**src/rtl/seq_pkg.sv**
```systemverilog
// seq_pkg: shared types and encodings for the datapath sequencer.
package seq_pkg;
    localparam int IW = 16;
    localparam int DW = 16;

    typedef enum logic [2:0] {
        IDLE, WIMM, GETA, GETB, EXEC, WREG, DONE
    } state_t;

    localparam logic [2:0] OPC_MOV = 3'b110;
    localparam logic [2:0] OPC_ALU = 3'b101;

    localparam logic [1:0] OP_MOVI = 2'b10;
    localparam logic [1:0] OP_MOVR = 2'b00;
    localparam logic [1:0] OP_ADD  = 2'b00;
    localparam logic [1:0] OP_CMP  = 2'b01;
    localparam logic [1:0] OP_AND  = 2'b10;
    localparam logic [1:0] OP_MVN  = 2'b11;

    localparam logic [1:0] ALU_ADD  = 2'b00;
    localparam logic [1:0] ALU_SUB  = 2'b01;
    localparam logic [1:0] ALU_AND  = 2'b10;
    localparam logic [1:0] ALU_NOTB = 2'b11;

    typedef enum logic [2:0] {
        C_MOVI, C_MOVR, C_ADD, C_CMP, C_AND, C_MVN, C_ILL
    } iclass_t;

    // Decoded view of one instruction; this is what the FSM latches.
    typedef struct packed {
        iclass_t       cls;
        logic [2:0]    rn;
        logic [2:0]    rd;
        logic [2:0]    rm;
        logic [1:0]    sh;
        logic [DW-1:0] sximm;
    } dec_t;

    function automatic logic [DW-1:0] sx8(input logic [7:0] v);
        return {{(DW-8){v[7]}}, v};
    endfunction
endpackage

```
**src/rtl/dp_sequencer_if.sv**
```systemverilog
// dp_sequencer_if: instruction handshake plus datapath control bundle.
interface dp_sequencer_if;
    import seq_pkg::*;

    logic          start;
    logic [IW-1:0] instr;
    logic          ready;
    logic          done;
    logic          illegal;
    logic [2:0]    readnum;
    logic [2:0]    writenum;
    logic          write;
    logic          vsel;
    logic          loada;
    logic          loadb;
    logic          asel;
    logic          bsel;
    logic [1:0]    shift;
    logic [1:0]    ALUop;
    logic          loadc;
    logic          loads;
    logic [DW-1:0] datapath_in;

    modport master (
        output start, instr,
        input  ready, done, illegal, readnum, writenum, write, vsel,
               loada, loadb, asel, bsel, shift, ALUop, loadc, loads,
               datapath_in
    );

    modport slave (
        input  start, instr,
        output ready, done, illegal, readnum, writenum, write, vsel,
               loada, loadb, asel, bsel, shift, ALUop, loadc, loads,
               datapath_in
    );
endinterface

```
**src/rtl/seq_decode.sv**
```systemverilog
// seq_decode: combinational instruction decode into class and fields.
// SEQ_SHIFT_EN: when defined, sh is passed through; otherwise it decodes as 00.
module seq_decode
    import seq_pkg::*;
(
    input  logic [IW-1:0] instr_i,
    output dec_t          dec_o
);
    logic [2:0] opc;
    logic [1:0] op;

    assign opc = instr_i[15:13];
    assign op  = instr_i[12:11];

    // Classify opcode/op pairs; anything not listed is illegal.
    always_comb begin
        dec_o.cls = C_ILL;
        if (opc == OPC_MOV) begin
            if (op == OP_MOVI)      dec_o.cls = C_MOVI;
            else if (op == OP_MOVR) dec_o.cls = C_MOVR;
        end else if (opc == OPC_ALU) begin
            case (op)
                OP_ADD:  dec_o.cls = C_ADD;
                OP_CMP:  dec_o.cls = C_CMP;
                OP_AND:  dec_o.cls = C_AND;
                default: dec_o.cls = C_MVN;
            endcase
        end
        dec_o.rn    = instr_i[10:8];
        dec_o.rd    = instr_i[7:5];
        dec_o.rm    = instr_i[2:0];
`ifdef SEQ_SHIFT_EN
        dec_o.sh    = instr_i[4:3];
`else
        dec_o.sh    = 2'b00;
`endif
        dec_o.sximm = sx8(instr_i[7:0]);
    end
endmodule

```
**src/rtl/dp_sequencer.sv**
```systemverilog
// dp_sequencer: instruction-driven multi-cycle control FSM for the datapath.
// Accepts one instruction per start/ready handshake and walks it through
// read / execute / writeback, then pulses done (with illegal on bad opcodes).
// SEQ_SHIFT_EN: enables the EXEC shift field (see seq_decode).
module dp_sequencer
    import seq_pkg::*;
(
    input  logic         clk,
    input  logic         reset_n,
    dp_sequencer_if.slave bus
);
    state_t state_q, state_d;
    dec_t   dec_in, dec_q, dec_d;

    seq_decode u_dec (
        .instr_i (bus.instr),
        .dec_o   (dec_in)
    );

    // Next-state and instruction latch; only IDLE captures a new instruction.
    always_comb begin
        state_d = state_q;
        dec_d   = dec_q;
        case (state_q)
            IDLE: begin
                if (bus.start) begin
                    dec_d = dec_in;
                    case (dec_in.cls)
                        C_MOVI:               state_d = WIMM;
                        C_MOVR, C_MVN:        state_d = GETB;
                        C_ADD, C_CMP, C_AND:  state_d = GETA;
                        default:              state_d = DONE;
                    endcase
                end
            end
            WIMM:    state_d = DONE;
            GETA:    state_d = GETB;
            GETB:    state_d = EXEC;
            EXEC:    state_d = (dec_q.cls == C_CMP) ? DONE : WREG;
            WREG:    state_d = DONE;
            DONE:    state_d = IDLE;
            default: state_d = IDLE;
        endcase
    end

    // State and latched-instruction registers; reset discards any partial op.
    always_ff @(posedge clk or negedge reset_n) begin
        if (!reset_n) begin
            state_q <= IDLE;
            dec_q   <= '0;
        end else begin
            state_q <= state_d;
            dec_q   <= dec_d;
        end
    end

    // Moore control decode from state and latched fields; unlisted controls stay 0.
    always_comb begin
        bus.ready    = 1'b0;
        bus.done     = 1'b0;
        bus.illegal  = 1'b0;
        bus.readnum  = 3'd0;
        bus.writenum = 3'd0;
        bus.write    = 1'b0;
        bus.vsel     = 1'b0;
        bus.loada    = 1'b0;
        bus.loadb    = 1'b0;
        bus.asel     = 1'b0;
        bus.bsel     = 1'b0;
        bus.shift    = 2'b00;
        bus.ALUop    = ALU_ADD;
        bus.loadc    = 1'b0;
        bus.loads    = 1'b0;
        case (state_q)
            IDLE: bus.ready = 1'b1;
            WIMM: begin
                bus.writenum = dec_q.rn;
                bus.vsel     = 1'b1;
                bus.write    = 1'b1;
            end
            GETA: begin
                bus.readnum = dec_q.rn;
                bus.loada   = 1'b1;
            end
            GETB: begin
                bus.readnum = dec_q.rm;
                bus.loadb   = 1'b1;
            end
            EXEC: begin
                bus.shift = dec_q.sh;
                case (dec_q.cls)
                    C_CMP:   bus.ALUop = ALU_SUB;
                    C_AND:   bus.ALUop = ALU_AND;
                    C_MVN:   bus.ALUop = ALU_NOTB;
                    default: bus.ALUop = ALU_ADD;
                endcase
                // MOV-reg passes B through the adder with A zeroed.
                bus.asel  = (dec_q.cls == C_MOVR);
                bus.loads = (dec_q.cls == C_CMP);
                bus.loadc = (dec_q.cls != C_CMP);
            end
            WREG: begin
                bus.writenum = dec_q.rd;
                bus.write    = 1'b1;
            end
            DONE: begin
                bus.done    = 1'b1;
                bus.illegal = (dec_q.cls == C_ILL);
            end
            default: ;
        endcase
    end

    assign bus.datapath_in = dec_q.sximm;
endmodule

```
**src/flat_wrapper.sv**
```systemverilog
// flat-port wrapper written by rule: the top's interface ports become plain ports
module dp_sequencer_flat import seq_pkg::*;
  (clk, reset_n, bus_start, bus_instr, bus_ready, bus_done, bus_illegal, bus_readnum, bus_writenum, bus_write, bus_vsel, bus_loada, bus_loadb, bus_asel, bus_bsel, bus_shift, bus_ALUop, bus_loadc, bus_loads, bus_datapath_in);
  dp_sequencer_if bus_i ();
  input  logic clk;
  input  logic reset_n;
  input wire logic [$bits(bus_i.start)-1:0] bus_start;
  input wire logic [$bits(bus_i.instr)-1:0] bus_instr;
  output wire logic [$bits(bus_i.ready)-1:0] bus_ready;
  output wire logic [$bits(bus_i.done)-1:0] bus_done;
  output wire logic [$bits(bus_i.illegal)-1:0] bus_illegal;
  output wire logic [$bits(bus_i.readnum)-1:0] bus_readnum;
  output wire logic [$bits(bus_i.writenum)-1:0] bus_writenum;
  output wire logic [$bits(bus_i.write)-1:0] bus_write;
  output wire logic [$bits(bus_i.vsel)-1:0] bus_vsel;
  output wire logic [$bits(bus_i.loada)-1:0] bus_loada;
  output wire logic [$bits(bus_i.loadb)-1:0] bus_loadb;
  output wire logic [$bits(bus_i.asel)-1:0] bus_asel;
  output wire logic [$bits(bus_i.bsel)-1:0] bus_bsel;
  output wire logic [$bits(bus_i.shift)-1:0] bus_shift;
  output wire logic [$bits(bus_i.ALUop)-1:0] bus_ALUop;
  output wire logic [$bits(bus_i.loadc)-1:0] bus_loadc;
  output wire logic [$bits(bus_i.loads)-1:0] bus_loads;
  output wire logic [$bits(bus_i.datapath_in)-1:0] bus_datapath_in;
  assign bus_i.start = bus_start;
  assign bus_i.instr = bus_instr;
  assign bus_ready = bus_i.ready;
  assign bus_done = bus_i.done;
  assign bus_illegal = bus_i.illegal;
  assign bus_readnum = bus_i.readnum;
  assign bus_writenum = bus_i.writenum;
  assign bus_write = bus_i.write;
  assign bus_vsel = bus_i.vsel;
  assign bus_loada = bus_i.loada;
  assign bus_loadb = bus_i.loadb;
  assign bus_asel = bus_i.asel;
  assign bus_bsel = bus_i.bsel;
  assign bus_shift = bus_i.shift;
  assign bus_ALUop = bus_i.ALUop;
  assign bus_loadc = bus_i.loadc;
  assign bus_loads = bus_i.loads;
  assign bus_datapath_in = bus_i.datapath_in;
  dp_sequencer u_core (.clk(clk), .reset_n(reset_n), .bus(bus_i));
endmodule
```
**config.mk**
```make
export PLATFORM = sky130hd
export DESIGN_NAME = dp_sequencer_flat
export DESIGN_NICKNAME = d
export VERILOG_FILES = /design/src/rtl/seq_pkg.sv /design/src/rtl/dp_sequencer_if.sv /design/src/rtl/seq_decode.sv /design/src/rtl/dp_sequencer.sv /design/src/flat_wrapper.sv
export SDC_FILE = /design/constraint.sdc
export NUM_CORES = 1
export LEC_CHECK = 0
export CORE_MARGIN = 5
export CORE_UTILIZATION = 44
export DETAILED_ROUTE_END_ITERATION = 12
export PLACE_DENSITY = 0.82
export SYNTH_ARGS = -nofsm -noshare
export SYNTH_HDL_FRONTEND = slang
export SYNTH_HIERARCHICAL = 1
export SYNTH_SLANG_ARGS = --single-unit
```
**constraint.sdc**
```tcl
create_clock -name clk -period 4.3 [get_ports clk]
set_clock_uncertainty 0.2 [all_clocks]
set_input_delay 0.645 -clock clk [delete_from_list [all_inputs] [get_ports clk]]
set_output_delay 0.645 -clock clk [all_outputs]
set_load 0.01 [all_outputs]
```
==> flow_metrics.env, run 1 <==
export IMPL_status="finished, final reports clean"
export IMPL_slew_violations=0
export IMPL_vdd_drop_max_mv=0.285
export IMPL_final_hold_viol_count=0
export IMPL_drc=0
export IMPL_cts_resized=0
export IMPL_grt_max_degree=34
export IMPL_track_usage=0.114
export IMPL_startpoint="u_core/state_q[2]"
export IMPL_powerDensity_mw_per_mm2=711
export IMPL_worst_pin_slew_ns=0.734
export IMPL_drt_total_wl_um=3540
export IMPL_synthCells=166
export IMPL_ios=56
export IMPL_fin_nets=198
export IMPL_arrival_ns=2.21
export IMPL_antenna_found_initial=0
export IMPL_ys_ff_latch=33
export IMPL_timing_rr_start="u_core/state_q[2]"
export IMPL_drive_gt1_frac=0.233
export IMPL_slew_headroom=0.510
export IMPL_insertion_delay_ns=0.27
export IMPL_cts_tree="yes"
export IMPL_postCtsHoldBufs=0
export IMPL_synth_ff_type="dfrtp_1"
export IMPL_cp_data_required_time_ns=3.45
export IMPL_fin_crit_ns=3.05
export IMPL_fin_tns_setup_ns=0
export IMPL_grt_setup_unrepaired="false"
export IMPL_cts_root_buf="clkbuf_8"
export IMPL_syn_area_per_cell_um2=12.2
export IMPL_placed_cells=224
export IMPL_yosys_cell_types_count=31
export IMPL_cap_violations=0
export IMPL_cpPeakStageDelay_ns=0.66
export IMPL_crit_fanout=15
export IMPL_yosys_area_top_type_share=0.406
export IMPL_dieArea_mm2=0.00608
export IMPL_post_drt_via_cell_ratio=4.79
export IMPL_finalSetupViolCount=0
export IMPL_core_area_mm2=0.00441
export IMPL_rr_worst_depth=3
export IMPL_yosysMostFrequentCell="buf_4"
export IMPL_h_tree_depth=2
export IMPL_crit_family="simple AND/OR/NAND/NOR gates"
export IMPL_diodes=0
export IMPL_syn_cell_area_mm2=0.00203
export IMPL_grt_pass1_vias=1157
export IMPL_yosysWarnings=6
export IMPL_worst_setup_path_end_kind="output port"
export IMPL_synth_edf_count=0
export IMPL_place_congestion=0.821
export IMPL_areaGrowthSynthToFinish_pct=14.0
export IMPL_cts_clk_slew_worst_paths_ns=0.06
export IMPL_ys_seq_area_frac=0.406
export IMPL_clockBufferDepth=2
export IMPL_synth_area_leaders="dfrtp_1, mux2_4, buf_4"
export IMPL_drtPass1Iterations=4
export IMPL_placedInstanceArea_mm2=0.00223
export IMPL_drt_iter0_markers=47
export IMPL_timing_rr_end="u_core/bus.datapath_in[6]"
export IMPL_crit_type="flip-flop to output port"
export IMPL_rows=24
export IMPL_start_util=0.461
export IMPL_grt_overflow=0
export IMPL_die_w_um=78.0
export IMPL_detail_route_wl_per_cell_um=15.3
export IMPL_synthArstFlopShare=1.00
export IMPL_cts_setup_buffers=0
export IMPL_synth_top_area_cell="dfrtp_1"
export IMPL_slowest_stage="dfrtp_1"
export IMPL_worst_path_buf_inv=1
export IMPL_vias=1111
export IMPL_reg2reg_slack_ns=2.28
export IMPL_dpl_hpwl_um=2490
export IMPL_hold_class="primary input to asynchronous set/reset pin"
export IMPL_p_leak_nw=1.01
export IMPL_pre_cts_slack_ns=1.53
export IMPL_die_h_um=78.0
export IMPL_fin_area_mm2=0.00232
export IMPL_setup_slack_ns=1.25
export IMPL_start_kind="flip-flop"
export IMPL_netlist_top_cells_count="buf_4, dfrtp_1, mux2_4"
export IMPL_path_cells="nor3b_1 -> nand2_1 -> nor3_1 -> clkdlybuf4s50_1"
export IMPL_period_share=0.710
export IMPL_clock_sinks=33
export IMPL_cts_buffers=5
export IMPL_fmax_mhz=328
export IMPL_antenna_left=0
export IMPL_portBuffers=54
export IMPL_final_cells=232
export IMPL_grt_pass1_wl_um=5620
-- cell families after synthesis --
family          synth area share
flops                      0.406
mux                        0.236
simple gates               0.100
buf+inv                    0.206
other cells              0.00369
compound gates            0.0437
xor+xnor                 0.00431
-- cells in the final DEF, fill, tap and decap left out --
cell,synthesis,routed
nor2b_1,3,3
o22ai_1,2,2
o21ai_0,3,3
o32ai_1,1,1
a22o_1,3,3
nor2_1,7,7
and3b_2,1,1
a21oi_1,1,1
and2_1,4,4
and3b_1,1,1
conb_1,2,3
clkbuf_1,0,1
nor3b_1,4,4
clkbuf_8,0,5
nor3_2,1,1
clkinv_2,0,2
clkdlybuf4s50_1,0,53
or4_1,1,1
buf_2,1,1
or2b_1,1,1
mux2_4,30,30
inv_1,4,4
and2_4,1,1
nand2b_1,1,1
nor3b_2,1,1
and4b_1,2,2
mux2i_1,3,3
a31o_1,1,1
a31oi_1,2,2
xnor2_1,1,1
dfrtp_1,33,33
nand2_1,2,2
nor3_1,1,1
-- stage by stage --
stage                     power (mW)   util  hold WS [ns]
after floorplan                 1.23      -         0.149
after global placement          1.43  0.506         0.289
after detailed placement        1.44  0.506         0.287
after CTS                       1.67  0.525         0.248
after global routing            1.75  0.525         0.287
final                           1.65  0.525         0.229
-- where the power goes --
group	internal [mW]	switching [mW]	total, mW	leakage [nW]
Clock	0.112	0.103	0.215	0.0450
Combinational	0.544	0.277	0.822	0.577
Sequential	0.469	0.141	0.610	0.389
-- area by class of cell --
type                       count  area, um^2
fill                         394        2100
inverter                       4        15.0
sequential                    33         826
clock inverter                 2        10.0
multi-input combinational     81         793
clock buffer                   6        72.6
tap                           52        65.1
timing repair buffer          54         536
-- worst reg2reg max path, delay by kind of cell (launching register included) --
kind | cells | cell delay [ns]
simple gates | 2 | 0.77
flops | 1 | 0.56
mux | 1 | 0.38
-- registers in the layout (all words and copies together), names as in the netlist --
signal	cells
u_core/bus.datapath_in	16
u_core/dec_q	14
u_core/state_q	3
-- per-layer routing --
layer  GRT usage  wire (um)
met5           0          0
met1       0.151       1700
met3      0.0394        213
met2       0.175       1620
met4      0.0338         10
-- how the worst max path moves through the flow --
stage / cells after the start / end / slack [ns]
3_5_place_dp: 4 / bus_asel / 1.53
3_3_place_gp: 4 / bus_asel / 1.57
4_1_cts: 4 / bus_asel / 1.22
6_report: 4 / bus_asel / 1.25
5_1_grt: 4 / bus_asel / 1.05
2_1_floorplan: 3 / bus_readnum[0] / 2.22
Note: power is estimated with default switching activity, not from simulation.
==> run 2: changes to the inputs <==
PLACE_DENSITY = 0.85   (was 0.82)
clock period = 2.75 ns   (was 4.3 ns; I/O delays follow)
==> flow_metrics.env, run 2 (same netlist as run 1, synthesis figures left out) <==
export IMPL_cp_data_required_time_ns=2.14
export IMPL_pre_cts_slack_ns=0.342
export IMPL_h_tree_depth=2
export IMPL_die_h_um=78.0
export IMPL_fin_area_mm2=0.00236
export IMPL_start_util=0.461
export IMPL_startpoint="u_core/state_q[0]"
export IMPL_final_hold_viol_count=9
export IMPL_grt_setup_unrepaired="false"
export IMPL_placed_cells=227
export IMPL_worst_path_buf_inv=2
export IMPL_slew_violations=0
export IMPL_path_cells="inv_1 -> nor3b_2 -> a22o_1 -> clkdlybuf4s50_1"
export IMPL_grt_pass1_wl_um=6380
export IMPL_slew_headroom=0.509
export IMPL_fmax_mhz=392
export IMPL_insertion_delay_ns=0.28
export IMPL_crit_family="buffers and inverters"
export IMPL_place_congestion=0.802
export IMPL_rows=24
export IMPL_crit_type="flip-flop to output port"
export IMPL_powerDensity_mw_per_mm2=1120
export IMPL_drc=0
export IMPL_cts_setup_buffers=0
export IMPL_vias=1178
export IMPL_grt_overflow=0
export IMPL_arrival_ns=1.94
export IMPL_cts_root_buf="clkbuf_8"
export IMPL_period_share=0.928
export IMPL_cts_tree="yes"
export IMPL_hold_class="primary input to asynchronous set/reset pin"
export IMPL_worst_setup_path_end_kind="output port"
export IMPL_cpPeakStageDelay_ns=0.55
export IMPL_cts_buffers=5
export IMPL_areaGrowthSynthToFinish_pct=15.9
export IMPL_antenna_left=0
export IMPL_placedInstanceArea_mm2=0.00226
export IMPL_die_w_um=78.0
export IMPL_violations="negative hold slack"
export IMPL_grt_max_degree=34
export IMPL_detail_route_wl_per_cell_um=16.5
export IMPL_fin_tns_setup_ns=0
export IMPL_slowest_stage="clkdlybuf4s50_1"
export IMPL_antenna_found_initial=0
export IMPL_final_cells=234
export IMPL_drive_gt1_frac=0.264
export IMPL_drtPass1Iterations=4
export IMPL_timing_rr_start="u_core/state_q[2]"
export IMPL_regArea_um2=827
export IMPL_start_kind="flip-flop"
export IMPL_clock_sinks=33
export IMPL_setup_slack_ns=0.199
export IMPL_layout_commonest_cell="clkdlybuf4s50_1"
export IMPL_cap_violations=0
export IMPL_worst_pin_slew_ns=0.736
export IMPL_postCtsHoldBufs=0
export IMPL_grt_pass1_vias=1242
export IMPL_utilization=0.534
export IMPL_clockBufferDepth=2
export IMPL_nFillCells=385
export IMPL_finalSetupViolCount=0
export IMPL_fin_crit_ns=2.55
export IMPL_multi_input_area_um2=806
export IMPL_core_area_mm2=0.00441
export IMPL_vdd_drop_max_mv=0.397
export IMPL_status="finished with violations"
export IMPL_whs_ns=-0.00877
export IMPL_dieArea_mm2=0.00608
export IMPL_final_cell_mix="clkdlybuf4s50_1, dfrtp_1, mux2_4"
export IMPL_ios=56
export IMPL_crit_fanout=8
export IMPL_portBuffers=54
export IMPL_p_total_mw=2.65
export IMPL_post_drt_via_cell_ratio=5.03
export IMPL_drt_iter0_markers=64
export IMPL_p_leak_nw=1.03
export IMPL_cts_clk_slew_worst_paths_ns=0.07
export IMPL_drt_total_wl_um=3870
export IMPL_diodes=0
export IMPL_track_usage=0.131
export IMPL_dpl_hpwl_um=2790
export IMPL_fin_nets=201
export IMPL_largest_reg_flops=16
==> run 2: cell types whose count changed in the layout (fill, tap and decap cells not counted), sizes merged <==
| cell | before | now |
|---|---|---|
| buf | 1 | 4 |
| clkinv | 2 | 0 |
| clkbuf | 6 | 7 |
==> run 2: layout make-up <==
cell class | count | area share
repair buffers | 57 | 0.237
multi-input cells | 81 | 0.342
clock buffers | 7 | 0.0366
well taps | 52 | 0.0276
flip-flops and latches | 33 | 0.351
inverters | 4 | 0.00637
==> run 2: worst paths after layout <==
kind / end / slack, ns / depth (start not counted)
worst min-delay path: u_core/state_q[1] / -0.009 / 1
worst min register to register: u_core/dec_q[16] / 0.31 / 1
worst max-delay path: bus_readnum[2] / 0.20 / 4
max in group asynchronous: u_core/state_q[1] / 1.85 / 1
min in group clk: u_core/dec_q[16] / 0.31 / 1
worst max register to register: u_core/dec_q[29] / 0.78 / 4
==> run 2: report_power, final <==
part           switching [mW]  internal, mW
Clock                   0.160         0.198
Sequential              0.203         0.736
Combinational           0.484         0.869
Total                   0.847          1.80
==> run 2: what timing repair did <==
action / CTS / global route
endpoints found under the hold margin: 0 / 0
resized for setup: 0 / 4
endpoints found under the setup margin: 0 / 5
==> run 2: metal layers <==
metal	GRT usage	share of wire
met1	0.168	0.44
met2	0.208	0.48
met3	0.0417	0.064
met4	0.0456	0.0093
met5	0	0
==> run 2: worst register-to-register path: stages (launching register included) <==
cell	delay, ns
dfrtp_1	0.38
buf_4	0.19
nor3_2	0.16
and2_4	0.55
mux2_4	0.37
